<file path="config.mk">
export PLATFORM = sky130hd
export DESIGN_NAME = puf_challenge_sequencer
export DESIGN_NICKNAME = d
export VERILOG_FILES = /design/src/rtl/puf_challenge_sequencer.sv
export SDC_FILE = /design/constraint.sdc
export NUM_CORES = 1
export LEC_CHECK = 0
export CAP_MARGIN = 40
export CORE_MARGIN = 4
export CORE_UTILIZATION = 52
export CTS_BUF_LIST = sky130_fd_sc_hd__clkbuf_8
export DETAILED_ROUTE_END_ITERATION = 6
export GPL_ROUTABILITY_DRIVEN = 0
export PLACE_DENSITY = 0.9
export SYNTH_ARGS = -nofsm -noshare
export SYNTH_HDL_FRONTEND = slang
export SYNTH_SLANG_ARGS = --single-unit
</file>
<file path="constraint.sdc">
create_clock -name clk -period 4.7 [get_ports clk]
set_input_delay 0.47 -clock clk [delete_from_list [all_inputs] [get_ports clk]]
set_output_delay 0.47 -clock clk [all_outputs]
set_load 0.02 [all_outputs]
</file>
<file path="src/rtl/puf_challenge_sequencer.sv">
`default_nettype none
// ============================================================================
// Module      : puf_challenge_sequencer
// Description : Challenge-side sequencer for the PDL PUF. Applies a 64-bit
//               LFSR challenge, fires a one-cycle launch pulse, waits for the
//               delay lines to settle and samples the XORed response. Bits are
//               packed into a RESP_BITS word and handed off over valid/ready.
//               Optional majority voting over EVALS evaluations per bit is
//               compiled in with macro PUF_MAJORITY_VOTE_EN.
// Ports       : clk, reset          - clock, synchronous active-high reset
//               start, challenge_seed - run request and initial challenge
//               xor_response       - XORed PUF output bit
//               challenge          - challenge vector to the PDL rows
//               puf_trigger        - one-cycle launch pulse
//               busy               - high whenever not IDLE
//               response_word      - collected bits (bit k = k-th bit)
//               resp_valid, resp_ready - output handshake
//               unstable_cnt       - bits whose evaluations disagreed
// Revision    : 1.0 - initial release
// ============================================================================
module puf_challenge_sequencer #(
  parameter int RESP_BITS     = 32,
  parameter int SETTLE_CYCLES = 8,
  parameter int EVALS         = 5
) (
  input  logic                 clk,
  input  logic                 reset,
  input  logic                 start,
  input  logic [63:0]          challenge_seed,
  input  logic                 xor_response,
  output logic [63:0]          challenge,
  output logic                 puf_trigger,
  output logic                 busy,
  output logic [RESP_BITS-1:0] response_word,
  output logic                 resp_valid,
  input  logic                 resp_ready,
  output logic [7:0]           unstable_cnt
);

`ifdef PUF_MAJORITY_VOTE_EN
  localparam int EFF_EVALS = EVALS;
`else
  // Single evaluation per bit; EVALS only matters when voting is built in.
  localparam int EFF_EVALS = (EVALS > 0) ? 1 : 1;
`endif
  localparam int BIT_W = $clog2(RESP_BITS + 1);

  localparam logic [2:0] S_IDLE   = 3'd0;
  localparam logic [2:0] S_LAUNCH = 3'd1;
  localparam logic [2:0] S_SETTLE = 3'd2;
  localparam logic [2:0] S_SAMPLE = 3'd3;
  localparam logic [2:0] S_DONE   = 3'd4;

  logic [2:0]           r_state;
  logic [2:0]           w_state_next;
  logic [7:0]           r_settle;
  logic [3:0]           r_eval;
  logic [3:0]           r_ones;
  logic [BIT_W-1:0]     r_bit;
  logic [63:0]          r_challenge;
  logic [RESP_BITS-1:0] r_word;

  logic [3:0]           w_eval_next;
  logic [3:0]           w_ones_next;
  logic                 w_eval_done;
  logic                 w_bit_value;
  logic                 w_last_bit;
  logic                 w_settle_done;
  logic [63:0]          w_lfsr_next;
  logic [RESP_BITS-1:0] w_bit_mask;

  assign w_eval_next   = r_eval + 4'd1;
  assign w_ones_next   = r_ones + {3'd0, xor_response};
  assign w_eval_done   = (w_eval_next == 4'(EFF_EVALS));
  assign w_bit_value   = (w_ones_next > 4'(EFF_EVALS / 2));
  assign w_last_bit    = (r_bit == BIT_W'(RESP_BITS - 1));
  assign w_settle_done = (r_settle == 8'(SETTLE_CYCLES - 1));
  // x^64+x^63+x^61+x^60+1 Fibonacci step, shifting toward the MSB.
  assign w_lfsr_next   = {r_challenge[62:0],
                          r_challenge[63] ^ r_challenge[62] ^
                          r_challenge[60] ^ r_challenge[59]};
  assign w_bit_mask    = RESP_BITS'(1) << r_bit;

  // State register
  always_ff @(posedge clk) begin
    if (reset) r_state <= S_IDLE;
    else       r_state <= w_state_next;
  end

  // Next-state logic
  always_comb begin
    w_state_next = r_state;
    case (r_state)
      S_IDLE:   if (start) w_state_next = S_LAUNCH;
      S_LAUNCH: w_state_next = S_SETTLE;
      S_SETTLE: if (w_settle_done) w_state_next = S_SAMPLE;
      S_SAMPLE: begin
        if (w_eval_done && w_last_bit) w_state_next = S_DONE;
        else                           w_state_next = S_LAUNCH;
      end
      S_DONE:   if (resp_ready) w_state_next = S_IDLE;
      default:  w_state_next = S_IDLE;
    endcase
  end

  // Output logic
  always_comb begin
    puf_trigger = (r_state == S_LAUNCH);
    busy        = (r_state != S_IDLE);
    resp_valid  = (r_state == S_DONE);
  end

`ifdef PUF_MAJORITY_VOTE_EN
  logic [7:0] r_unstable;
  logic       w_disagree;
  assign w_disagree   = (w_ones_next != 4'd0) && (w_ones_next != 4'(EFF_EVALS));
  assign unstable_cnt = r_unstable;
`else
  assign unstable_cnt = 8'd0;
`endif

  // Datapath: challenge, counters and response accumulation
  always_ff @(posedge clk) begin
    if (reset) begin
      r_settle    <= 8'd0;
      r_eval      <= 4'd0;
      r_ones      <= 4'd0;
      r_bit       <= '0;
      r_challenge <= 64'd0;
      r_word      <= '0;
`ifdef PUF_MAJORITY_VOTE_EN
      r_unstable  <= 8'd0;
`endif
    end else begin
      case (r_state)
        S_IDLE: begin
          if (start) begin
            // An all-zero state would lock the LFSR, so substitute 1.
            r_challenge <= (challenge_seed == 64'd0) ? 64'd1 : challenge_seed;
            r_word      <= '0;
            r_bit       <= '0;
            r_eval      <= 4'd0;
            r_ones      <= 4'd0;
`ifdef PUF_MAJORITY_VOTE_EN
            r_unstable  <= 8'd0;
`endif
          end
        end
        S_LAUNCH: r_settle <= 8'd0;
        S_SETTLE: r_settle <= r_settle + 8'd1;
        S_SAMPLE: begin
          if (!w_eval_done) begin
            r_eval <= w_eval_next;
            r_ones <= w_ones_next;
          end else begin
            r_eval      <= 4'd0;
            r_ones      <= 4'd0;
            // Word was cleared at start, so OR-ing in set bits is enough.
            if (w_bit_value) r_word <= r_word | w_bit_mask;
`ifdef PUF_MAJORITY_VOTE_EN
            if (w_disagree && (r_unstable != 8'hFF)) r_unstable <= r_unstable + 8'd1;
`endif
            r_challenge <= w_lfsr_next;
            r_bit       <= r_bit + 1'b1;
          end
        end
        default: ;
      endcase
    end
  end

  assign challenge     = r_challenge;
  assign response_word = r_word;

endmodule
`default_nettype wire

</file>
# ---- Yosys cells after proc, flatten, opt, wreduce, memory -nomap -nowiden
# Cells that the tools add are included.
dict set report word_totals {
  inputBits 69
  word_cells 61
  output_inout_bits 107
  reg_bits 121
}
dict set report classes {
  order_cmp 1
  reduce_logical 10
  muxes 22
  n_shift 1
  eq_ne 12
  addsub 4
  n_bitwise 4
}
# operator n
set op_table {}
lappend op_table {{$mux W64} 3}
lappend op_table {{$pmux W64 S2} 1}
lappend op_table {{$mux W32} 3}
lappend op_table {{$logic_not A64 Y1} 1}
lappend op_table {{$pmux W32 S2} 1}
lappend op_table {{$or A32 B32 Y32} 1}
lappend op_table {{$shl A1 B6 Y32 const A} 1}
lappend op_table {{$pmux W4 S2} 2}
lappend op_table {{$pmux W8 S2} 1}
lappend op_table {{$pmux W3 S5} 1}
lappend op_table {{$mux W3} 4}
lappend op_table {{$mux W4} 3}
lappend op_table {{$mux W6} 2}
lappend op_table {{$pmux W6 S2} 1}
lappend op_table {{$add A8 B1 Y8 const B} 1}
lappend op_table {{$eq A8 B3 Y1 const B} 1}
lappend op_table {{$ne A2 B2 Y1 const B} 4}
lappend op_table {{$add A6 B1 Y6 const B} 1}
lappend op_table {{$eq A3 B2 Y1 const B} 2}
lappend op_table {{$eq A6 B5 Y1 const B} 1}
lappend op_table {{$reduce_and A3 Y1} 2}
lappend op_table {{$add A4 B1 Y4} 1}
lappend op_table {{$add A4 B1 Y4 const B} 1}
lappend op_table {{$eq A4 B1 Y1 const B} 1}
lappend op_table {{other kinds (11)} 14}

# ---- Depth between registers and ports, before layout
dict set report depth {
  ltp_word 5
  depth_mapped 9
}

# ---- Worst setup path after synthesis
# OpenSTA, ideal clock, no wires.
dict set report synth_path {
  kind {input -> register}
  startpoint {in xor_response}
  endpoint {reg r_word[10] (netlist: response_word[10])}
  t_arrival_ns 1.806
  n_path_buf 0
  required_time_ns 4.566
  stages 7
  path_slack_ns 2.760
  path_cell_list {ha_1 ha_1 nor2_1 o211ai_1 and3_1 a22oi_1 o21ai_0}
}
dict set report synth_via {
  elab_chain_len 4
}
# item line
set synth_rtl {}
lappend synth_rtl {{start: declaration} 30} ;# input logic xor_response,
lappend synth_rtl {{$add A4 B1 Y4} 73} ;# assign w_ones_next = r_ones + {3'd0, xor_response};
lappend synth_rtl {{$gt A4 B1 Y1} 75} ;# assign w_bit_value = (w_ones_next > 4'(EFF_EVALS / 2));
lappend synth_rtl {{$ne A2 B2 Y1 (no source line)} -}
lappend synth_rtl {{$reduce_and A4 Y1 (no source line)} -}
lappend synth_rtl {{end signal: assignment} 159} ;# if (w_bit_value) r_word <= r_word | w_bit_mask;
lappend synth_rtl {{end: declaration} 61} ;# logic [RESP_BITS-1:0] r_word;
# Every way passes these cells.
# A chain may end at the register's enable or synchronous reset.

# ---- Worst setup path after layout
dict set report layout_path {
  startpoint {reg r_state[2]}
  endpoint {reg r_word[6] (netlist: response_word[6])}
}
dict set report layout_via {
  elab_chain_len 3
  word_cells_on_any_way 8
  classes_between {eq/ne: 4; mux: 1; reduce/logical: 3}
}
# item line
set layout_rtl {}
lappend layout_rtl {{start: declaration} 54} ;# logic [2:0] r_state;
lappend layout_rtl {{start signal: assignment} 87} ;# else r_state <= w_state_next;
lappend layout_rtl {{$eq A3 B2 Y1 or $logic_not A3 Y1 (tied branches)} 135} ;# case (r_state)
lappend layout_rtl {{$ne A2 B2 Y1 (no source line) or $reduce_bool A2 Y1 (tied branches)} -}
lappend layout_rtl {{$reduce_and A4 Y1 (no source line)} -}
# Several ways; a longest one is shown, not always the timed one.

==> metrics <==
status finished with violations; violated checks design-rule violations; Hold Vio Cnt, Final 0; I/O Buffers 167; Initial Util 54.1%; required time of the critical path 4.98 ns; multiplexer area fraction after synthesis 0.400%; cts hold-fix bufs 0; placed instance count 959; dpl hpwl 12.2 mm; Clock Path Buffers 2; Post-synth EDFFs 0; layout net count 922; switching share of power 29.7%; Layout fillers 753; syn_area_per_cell 7.99 um2; Seq pwr share 43.4%; Die Span Y 112 um; post-synthesis compound-gate area fraction 25.3%; GRT overflow 0; RSZ-0062 raised after global routing no; post-synth top area cell dfxtp_1; ys async rst share 0%; drt wl/cell 17.7 um; CTS H-tree lvls 4; Final min period 3.19 ns; Mapped Area 0.00563 mm2; cts bufs inserted 17; Max VDD drop 207 uV; share of the yosys chip area belonging to registers 43.0%; pwr/cell area 352 mW/mm2; top routing layer used met4; Synth Area in Adders 2.44%; Psw 0.805 mW; Layout Utilization 74.0%; Die ar. 0.0126 mm2; drt via density 6.14; Distinct cells, synth 49; Synth area leaders dfxtp_1, nand2_1, a311oi_1; vias 6,081; internal power 1.90 mW; Placement Setup Slack 1.59 ns; worst hold start response_word[30]; Crit-path slowest cell dfxtp_1; largest net degree at the start of global routing 74; fmax 314 MHz; Site Rows 37; met3 WL 1.55 mm; Synth Flop Type dfxtp_1; Clock power frac 35.8%; combinational power share 20.9%; area delta synth->final 36.8%; io pins 176; yosys warns 0; Final Cycle Share 67.8%; routed wire length 17.5 mm; Die Wd 112 um; FF+latch area 0.00242 mm2; Resize count post-CTS 0; M1 wire length 6.75 mm; Max Cap Viol 0; WS Path Type reg2reg; core area 0.0104 mm2; Final Max Tran Viols 0; Tot GR Track Use 26.9%; Synth Register Bits 121; Pre-antenna DRT Iters 7; CP Buf/Inv Count 1; clock transition at the registers of the reported paths 0.07 ns; simple logic cell fraction of the synthesized area 22.2%; clk_lat worst skew 0.43 ns; vias in the first global route 5,750; setup violators final 0; DR iter-0 viols 455; Cell Count, Final, Fillers Out 991; Slew @ Worst Pin 0.762 ns; first-pass GRT wire length 28.1 mm; Static Leak 2.79 nW; Post-CTS Setup Inserts 0; Arr. time, crit path 3.47 ns; worst-path maximum fanout 66; Synth Instances 705; CTS Root Cell clkbuf_8; crit end category flop; CTS sink cnt 121; clk_skew 0.0142 ns; setup tns final 0 ns; Routed Antenna Nets 0; largest family of logic cells by synthesized area compound AO/OA/AOI/OAI gates; Yosys top cell area share 43.0%; R2R Path Start r_state[2]; metal2 WL 8.75 mm; share of layout cells above drive strength 1 5.85%; Worst Hold Class reg2reg; area of the multi-input gates 0.00293 mm2; Final WS setup 1.51 ns; crit path launch r_state[2]; Worst setup SP type flop; XOR/XNOR Fraction of Synth Area 0.777%; ANT cells 0; # DRC 3; CTS tree built; Rel. slew slack 49.2%; crit-path cells nand3b_1 > buf_4 > nand2b_2 > and3_1 > a22oi_1 > o21ai_0; initial antenna violation count 0; CP max stage delay 0.65 ns; Top delay family on crit path simple AND/OR/NAND/NOR gates
==> cells in the mapped netlist, types with 2 or more instances <==
cell      count
buf_2        15
a31oi_1       9
nand3b_1      5
a311oi_1     65
o211a_1       2
nor2_1       35
buf_4         8
a21oi_1      84
o21ai_0      31
mux2_2        2
buf_1         3
nand2_1     159
or2_2         2
xor2_1        2
nand4b_1      2
dfxtp_1     121
o31ai_1       3
a32oi_1       2
nand4_1       5
nor4_1       19
ha_1         11
or4_1         3
nand2b_1      6
clkbuf_1     39
a22oi_1       6
nor2b_1       2
or3_1         4
xnor2_1       3
and2_1        3
and3_1        8
a32o_1        3
nand3_1      13
inv_1         9
nor3_1        5
a21o_1        2
==> placed cells by master (no fill, tap or decap), types with 3 or more instances in the layout <==
master,netlist,routed
nand2b_1,6,5
nand3_1,13,13
a311oi_1,65,65
nor2_1,35,34
clkdlybuf4s50_1,0,166
clkbuf_8,0,19
a31oi_1,9,9
a21oi_1,84,84
or3_1,4,4
xnor2_1,3,3
and2_1,3,3
ha_1,11,11
a32o_1,3,3
nand4_1,5,5
inv_1,9,11
and3_1,8,8
nor4_1,19,19
buf_4,8,9
dfxtp_1,121,121
nor3_1,5,5
conb_1,1,8
bufinv_16,0,3
clkinv_2,0,3
o21ai_0,31,31
nand3b_1,5,5
clkinvlp_4,0,3
nand2_1,159,159
a22oi_1,6,6
or4_1,3,3
o31ai_1,3,3
==> registers in the layout (all words and copies together), names as in the netlist <==
signal	flops
challenge	64
response_word	32
r_settle	8
r_bit	6
r_eval	4
r_ones	4
r_state	3
==> kinds of logic after synthesis <==
family          after synthesis
simple gates                275
compound gates              216
flops                       121
buf+inv                      74
fa+ha+maj                    11
xor+xnor                      5
mux                           2
other cells                   1
==> worst min-delay path: cells and delay by family (launching register included) <==
kind | cells | cell delay (ns)
flip-flops | 1 | 0.33
AND/OR/NAND/NOR | 1 | 0.05
AO/OA/AOI/OAI | 1 | 0.05
==> per-stage QoR <==
stage | cell area (um2) | power (mW) | hold WS (ns)
2_1_floorplan | 5660 | 1.49 | 0.465
3_3_place_gp | 7280 | 1.73 | 0.439
3_5_place_dp | 7290 | 1.75 | 0.449
4_1_cts | 7700 | 2.71 | 0.467
5_1_grt | 7700 | 2.81 | 0.495
6_report | 7700 | 2.71 | 0.466
==> path summary, 6_finish.rpt <==
path / endpoint / slack, ns / depth (start not counted)
worst max register to register: response_word[6] / 1.51 / 6
worst max-delay path: response_word[6] / 1.51 / 6
worst min-delay path: response_word[30] / 0.47 / 2
worst min register to register: response_word[30] / 0.47 / 2
==> routing by layer <==
| layer | global-route usage, % | up-vias |
|---|---|---|
| met3 | 8.14 | 41 |
| met5 | 0 | - |
| met2 | 46.2 | 330 |
| met1 | 31.5 | 2877 |
| met4 | 10.1 | 0 |
| li1 | - | 2833 |
==> cell type report <==
cell class,instances,share of cell area (%)
clock inverter,13,1.98
sequential,121,31.4
tap,136,2.21
multi-input combinational,517,38.0
clock buffer,19,3.39
inverter,9,0.438
timing repair buffer,176,22.5
==> power groups by stage <==
| stage | logic [mW] | clock network, mW | registers [mW] |
|---|---|---|---|
| 6_report | 0.566 | 0.969 | 1.18 |
| 3_5_place_dp | 0.560 | 0 | 1.19 |
| 4_1_cts | 0.564 | 0.974 | 1.17 |
| 5_1_grt | 0.607 | 1.02 | 1.18 |
| 2_1_floorplan | 0.233 | 0 | 1.26 |
| 3_3_place_gp | 0.544 | 0 | 1.19 |
No activity file was read; power rests on OpenSTA's default activity.
==> RTL edit: new RTL, config.mk and constraints unchanged <==
Add a define of `PUF_MAJORITY_VOTE_EN`.
--- a/src/rtl/puf_challenge_sequencer.sv
+++ b/src/rtl/puf_challenge_sequencer.sv
@@ -19,4 +19,6 @@
 // Revision    : 1.0 - initial release
 // ============================================================================
+`define PUF_MAJORITY_VOTE_EN
+
 module puf_challenge_sequencer #(
   parameter int RESP_BITS     = 32,
Check against the original RTL: same outputs for any inputs over 10 cycles, from zero or initial values and one cycle with reset high; that may be too few to reach the edited logic, so the function may still have changed.
==> RTL edit against the unedited design <==
Count of clock-buffer cells in the layout fell by 1; first-iteration DRC count fell by 17%; sequential cell count rose by 8; combinational power rose by 6.9%; routed wire length fell by 4.4%; non-clock buffer count rose by 8; setup slack improved by 0.21 ns; area after synthesis rose by 8.8%; design area rose by 7.2%; fmax rose by 7.0%; total power rose by 3.3%; critical endpoint is now challenge[47].
==> RTL edit: results (changes against the unedited design) <==
• status: finished, final reports clean
• total via count in the routed design: 5904, -2.9%
• post-route insts no fill: 1023, +3.2%
• layout cells sized above 1: 10.80%, +4.9 points
• met1 WL: 6.820 mm, +1.1%
• met3 WL: 1.580 mm, +1.9%
• number of nets in the layout: 948, +2.8%
• worst slack at placement: 1.901 ns, +0.3147 ns
• part of the total power dissipated in sequential elements: 44.2%, +0.8 points
• post-synthesis sequential area ratio: 42.13%, -0.87 points
• post-synthesis cell type count: 59, +20%
• share of synthesized area spent on multiplexers: 0.8777%, +0.48 points
• worst clock skew: 0.01612 ns, +0.001884 ns
• via count of the first global-routing pass: 5617, -2.3%
• cells taking the most area after synthesis: dfxtp_1 42%, nand2_1 10%, a311oi_2 7.3%
• destination of the critical timing path: challenge[47]
• Post-Syn Instances: 715, +1.4%
• input/output buffers: 175, +4.8%
• ranking of synthesized cells by instance count: 163 x nand2_1, 129 x dfxtp_1, 96 x nor2_1
• met1 global-route usage: 29.90%, -1.6 points
• length of routed met2 wiring: 7.995 mm, -8.6%
• worst voltage drop across the vdd grid: 0.2050 mV, -0.89%
• leakage power: 3.081 nW, +10%
• arithmetic-cell share of the synthesized area counting full adders, half adders and majority gates: 2.449%, +0.0061 points
• violation count after the first detailed-routing iteration: 377, -17%
• pin count of the biggest net entering global routing: 129, +74%
RTL edit: cell types whose count changed in the layout (fill, tap and decap cells not counted), sizes merged, moves of 8 or more:
cell / before / now
conb: 8 / 0
clkdlybuf4s50: 166 / 174
o21ai: 32 / 17
dfxtp: 121 / 129
a31oi: 9 / 1
a22o: 1 / 24
a21oi: 84 / 17
nor2: 35 / 98
RTL edit: critical path, cell delays in order (launching register included):
cell	delay (ns)
dfxtp_1	0.62
nand3b_4	0.28
buf_4	0.59
a31oi_4	0.07
o21a_4	0.19
nor2_4	0.11
buf_12	0.42
nor2_1	0.14
a311oi_1	0.35
RTL edit: cell type report:
| class | count | area [µm²] |
|---|---|---|
| timing repair buffer | 184 | 1837 |
| sequential | 129 | 2582 |
| tap | 143 | 178.9 |
| clock inverter | 14 | 153.9 |
| clock buffer | 18 | 247.7 |
| multi-input combinational | 524 | 3218 |
| inverter | 11 | 41.29 |
| fill | 848 | 3208 |
